File: src/rtl/byte_serial_add_seq.sv
// byte_serial_add_seq: drives an external combinational 8-bit adder one byte slice per clock,
// LSB first, chaining the adder's carry-out back in, and assembles an 8*WORDS-bit result.
//
// Ports:
//   clk, rst_n                 clock, asynchronous active-low reset
//   in_valid/in_ready          operand handshake; in_a, in_b, in_cin sampled on accept
//   add_a, add_b, add_cin      slice presented to the adder (zero outside RUN)
//   add_sum, add_cout          adder response, combinational from add_a/add_b/add_cin
//   out_valid/out_ready        result handshake; out_sum, out_cout, out_ovf valid in DONE
module byte_serial_add_seq #(
  parameter int unsigned WORDS = 4
) (
  input  logic               clk,
  input  logic               rst_n,
  input  logic               in_valid,
  output logic               in_ready,
  input  logic [8*WORDS-1:0] in_a,
  input  logic [8*WORDS-1:0] in_b,
  input  logic               in_cin,
  output logic [7:0]         add_a,
  output logic [7:0]         add_b,
  output logic               add_cin,
  input  logic [7:0]         add_sum,
  input  logic               add_cout,
  output logic               out_valid,
  input  logic               out_ready,
  output logic [8*WORDS-1:0] out_sum,
  output logic               out_cout,
  output logic               out_ovf
);

  localparam int unsigned W    = 8 * WORDS;
  localparam int unsigned IdxW = (WORDS > 1) ? $clog2(WORDS) : 1;
  localparam logic [IdxW-1:0] LastIdx = IdxW'(WORDS - 1);

  typedef enum logic [1:0] {StIdle, StRun, StDone} state_e;

  state_e          state_q, state_d;
  logic [IdxW-1:0] idx_q, idx_d;
  logic            carry_q, carry_d;
  logic [W-1:0]    a_q, a_d;
  logic [W-1:0]    b_q, b_d;
  logic [W-1:0]    sum_q, sum_d;
  logic            accept;

  // in_ready is held low while reset is asserted even though the state register reads IDLE.
  assign in_ready = rst_n & ((state_q == StIdle) | ((state_q == StDone) & out_ready));
  assign accept   = in_valid & in_ready;

  always_comb begin
    state_d = state_q;
    idx_d   = idx_q;
    carry_d = carry_q;
    a_d     = a_q;
    b_d     = b_q;
    sum_d   = sum_q;
    unique case (state_q)
      StIdle: begin
        if (accept) begin
          a_d     = in_a;
          b_d     = in_b;
          carry_d = in_cin;
          idx_d   = '0;
          sum_d   = '0;
          state_d = StRun;
        end
      end
      StRun: begin
        sum_d[8*int'(idx_q) +: 8] = add_sum;
        carry_d = add_cout;
        if (idx_q == LastIdx) begin
          state_d = StDone;
        end else begin
          idx_d = idx_q + 1'b1;
        end
      end
      StDone: begin
        if (out_ready) begin
          if (in_valid) begin
            // Back-to-back: the new operands replace the old ones on the same edge.
            a_d     = in_a;
            b_d     = in_b;
            carry_d = in_cin;
            idx_d   = '0;
            sum_d   = '0;
            state_d = StRun;
          end else begin
            state_d = StIdle;
          end
        end
      end
      default: state_d = StIdle;
    endcase
  end

  always_ff @(posedge clk or negedge rst_n) begin
    if (!rst_n) begin
      state_q <= StIdle;
      idx_q   <= '0;
      carry_q <= 1'b0;
      a_q     <= '0;
      b_q     <= '0;
      sum_q   <= '0;
    end else begin
      state_q <= state_d;
      idx_q   <= idx_d;
      carry_q <= carry_d;
      a_q     <= a_d;
      b_q     <= b_d;
      sum_q   <= sum_d;
    end
  end

  always_comb begin
    add_a     = 8'h00;
    add_b     = 8'h00;
    add_cin   = 1'b0;
    out_valid = 1'b0;
    out_sum   = '0;
    out_cout  = 1'b0;
    out_ovf   = 1'b0;
    if (state_q == StRun) begin
      add_a   = a_q[8*int'(idx_q) +: 8];
      add_b   = b_q[8*int'(idx_q) +: 8];
      add_cin = carry_q;
    end
    if (state_q == StDone) begin
      out_valid = 1'b1;
      out_sum   = sum_q;
      out_cout  = carry_q;
      // Carry into the MSB xor carry out of it.
      out_ovf   = a_q[W-1] ^ b_q[W-1] ^ sum_q[W-1] ^ carry_q;
    end
  end

endmodule

File: config.mk
export PLATFORM = sky130hd
export DESIGN_NAME = byte_serial_add_seq
export DESIGN_NICKNAME = d
export VERILOG_FILES = /design/src/rtl/byte_serial_add_seq.sv
export SDC_FILE = /design/constraint.sdc
export NUM_CORES = 1
export LEC_CHECK = 0
export BUFFER_PORTS_ARGS = -buffer_cell sky130_fd_sc_hd__buf_2
export CAP_MARGIN = 30
export CORE_MARGIN = 10
export CORE_UTILIZATION = 53
export DETAILED_ROUTE_END_ITERATION = 8
export GPL_ROUTABILITY_DRIVEN = 0
export PLACE_DENSITY = 0.8
export SKIP_CTS_REPAIR_TIMING = 1
export SLEW_MARGIN = 30
export SYNTH_ARGS = -nofsm -noshare
export SYNTH_HDL_FRONTEND = slang
export SYNTH_SLANG_ARGS = --single-unit
File: constraint.sdc
create_clock -name clk -period 2.85 [get_ports clk]
set_clock_uncertainty 0.2 [all_clocks]
set_input_delay 0.4275 -clock clk [delete_from_list [all_inputs] [get_ports clk]]
set_output_delay 0.4275 -clock clk [all_outputs]
set_load 0.02 [all_outputs]
==> results.sh <==
export IMPL_cp_required_ps=2220
export IMPL_cts_htree_levels=3
export IMPL_io_buffers=130
export IMPL_synthArstFlopShare=1.00
export IMPL_relSlewSlack=0.474
export IMPL_synth_cell_types=33
export IMPL_vias=3125
export IMPL_period_share=0.939
export IMPL_area_growth_pct=20.9
export IMPL_initial_core_util=0.550
export IMPL_cts_num_sinks=101
export IMPL_ys_warnings_count=0
export IMPL_fillerInstances=628
export IMPL_finalWirelength_mm=11.5
export IMPL_final_setup_tns_ps=0
export IMPL_cp_max_fo=46
export IMPL_tightest_slew_ps=788
export IMPL_die_h_microns=116
export IMPL_grt_max_degree=58
export IMPL_syn_inst=323
export IMPL_avgSynthCellArea_sq_um=15.0
export IMPL_instances_no_fill=571
export IMPL_yosys_area_share_adder=0.0103
export IMPL_first_iter_violations=159
export IMPL_seqCellArea_sq_um=2530
export IMPL_p_total_w=0.00623
export IMPL_dpl_hpwl_mm=8.55
export IMPL_clk_latency_ps=350
export IMPL_status="finished, final reports clean"
export IMPL_leakagePower_nw=2.89
export IMPL_routedWlPerCell_microns=20.2
export IMPL_antenna_found_initial=1
export IMPL_ys_seq_area_frac=0.522
export IMPL_grt_ovfl_total=0
export IMPL_cts_buffer_depth=2
export IMPL_cts_tree="yes"
export IMPL_synth_compound_area_frac=0.0723
export IMPL_layout_nets=540
export IMPL_drtPass1Iterations=6
export IMPL_synth_xor_area_frac=0.00542
export IMPL_antenna_cells=0
export IMPL_finalHoldViolations=0
export IMPL_rsz0062_at_grt="no"
export IMPL_post_route_min_period_ps=2670
export IMPL_multi_input_area_sq_um=2160
export IMPL_synth_simple_area_share=0.0994
export IMPL_drive_gt1_frac=0.525
export IMPL_fmax_ghz=0.374
export IMPL_design_core_area_sq_um=8810
export IMPL_min_path_type="input pin to flip-flop"
export IMPL_drv_cap=0
export IMPL_report_final_slew_viol_count=0
export IMPL_ios=131
export IMPL_ant_nets=0
export IMPL_synth_edf_count=0
export IMPL_cp_arrival_ps=2050
export IMPL_worst_setup_path_start_kind="input pin"
export IMPL_finalSetupViolations=0
export IMPL_endpoint_kind="output port"
export IMPL_power_per_cell_area_nw_per_um2=1060
export IMPL_ys_seq_elements=101
export IMPL_clk_pin_slew_worst_paths_ps=90
export IMPL_row_count=34
export IMPL_die_w_microns=116
export IMPL_clk_root_buffer_cell="clkbuf_8"
export IMPL_dp_cells=554
export IMPL_ys_flop_type="dfrtp_1"
export IMPL_drcViolationCount=0
export IMPL_grtUsageTotal=0.177
export IMPL_numCtsBuffers=9
export IMPL_vias_per_cell=5.47
export IMPL_muxShareOfSynthArea=0.258
export IMPL_grt_pass1_vias=3463
export IMPL_fin_util=0.665
export IMPL_syn_nets=405
export IMPL_netlist_area_sq_um=4840
export IMPL_crit_type="input pin to output port"
export IMPL_synth_top_family_by_area="multiplexers"
export IMPL_grt_first_pass_wirelength_mm=18.6
export IMPL_die_area_sq_um=13400
export IMPL_vdd_ir_drop_max_uv=527
## state kept, by name, indices dropped and copies added (netlist names)
signal	cells
state_q	2
carry_q	1
a_q	32
b_q	32
idx_q	2
sum_q	32
## layer usage
layer | global-route usage | share of wire | vias up
met5 | 0 | 0 | -
met4 | 0.0608 | 0.012 | 0
met3 | 0.0708 | 0.091 | 13
met2 | 0.283 | 0.48 | 101
met1 | 0.213 | 0.41 | 1571
li1 | - | - | 1440
## layout by cell type, fill, tap and decap left out, drive strengths merged
| master | netlist | final |
|---|---|---|
| a211o | 1 | 1 |
| o21ai | 2 | 2 |
| xnor2 | 3 | 3 |
| bufinv | 0 | 3 |
| a22o | 32 | 32 |
| nor3b | 1 | 1 |
| nor4 | 3 | 3 |
| a22oi | 4 | 4 |
| or2b | 1 | 1 |
| clkinv | 0 | 2 |
| and3 | 1 | 1 |
| or2 | 1 | 1 |
| clkbuf | 9 | 11 |
| dfrtp | 101 | 101 |
| nand2 | 3 | 3 |
| and2 | 49 | 49 |
| nand2b | 2 | 2 |
| nor2 | 4 | 4 |
| dlygate4sd3 | 0 | 1 |
| mux2 | 66 | 66 |
| ha | 4 | 4 |
| nor2b | 3 | 3 |
| inv | 4 | 4 |
| nor4b | 1 | 1 |
| o2bb2ai | 1 | 1 |
| a21oi | 1 | 1 |
| buf | 9 | 141 |
| a211oi | 1 | 1 |
| mux4 | 16 | 16 |
## cells by family after synthesis
| logic type | Yosys count |
|---|---|
| AO/OA/AOI/OAI | 42 |
| XOR/XNOR | 3 |
| adder cells (fa/ha/maj) | 4 |
| buffers and inverters | 22 |
| flip-flops | 101 |
| multiplexers | 82 |
| AND/OR/NAND/NOR | 69 |
## cell type report
class                   count  share of cell area
clock buffers              11              0.0241
clock inverters             5              0.0184
inverters                   4             0.00256
multi-input cells         200               0.369
flip-flops and latches    101               0.432
well taps                 108              0.0231
repair buffers            142               0.132
## power breakdown
part,switching (W),internal [W]
Combinational,0.00121,0.00148
Clock,0.000493,0.000611
Sequential,0.000391,0.00205
Total,0.00209,0.00414
## cells in the mapped netlist (2+ instances only)
cell | instances | share of area
mux4_2 | 16 | 0.074
nand2b_1 | 2 | 0.0026
mux2_4 | 39 | 0.12
inv_1 | 4 | 0.0031
ha_1 | 4 | 0.010
o21ai_0 | 2 | 0.0021
and2_1 | 48 | 0.062
xnor2_1 | 3 | 0.0054
mux2_2 | 27 | 0.063
nand2_1 | 3 | 0.0023
buf_2 | 3 | 0.0031
nor4_4 | 3 | 0.013
a22oi_1 | 4 | 0.0062
dfrtp_1 | 101 | 0.52
a22o_1 | 32 | 0.058
nor2b_1 | 3 | 0.0039
buf_12 | 3 | 0.012
nor2_1 | 4 | 0.0031
clkbuf_1 | 8 | 0.0062
## worst max-delay path, stage by stage
cell and delay, ps:
dlygate4sd3_1 570, buf_4 120, buf_4 460, nor3b_1 270
buf_2 200
## worst paths after layout
path / startpoint / end / slack (ps) / cells after the start
max: rst_n / in_ready / 180 / 5
min in group asynchronous: rst_n / b_q[3] / 560 / 3
max in group asynchronous: rst_n / carry_q / 760 / 4
max reg2reg: idx_q[0] / sum_q[24] / 590 / 6
min: add_cout / carry_q / 90 / 2
min reg2reg: sum_q[13] / sum_q[13] / 300 / 1
## metrics by stage
stage	hold slack (ps)	area (sq um)	worst slack, ps
after floorplan	-68.1	4840	476
after global placement	279	5600	684
after detailed placement	279	5600	617
after CTS	-37.2	5850	243
after global routing	70.3	5860	29.3
final	86.9	5860	175
(Power assumes the default switching activity.)
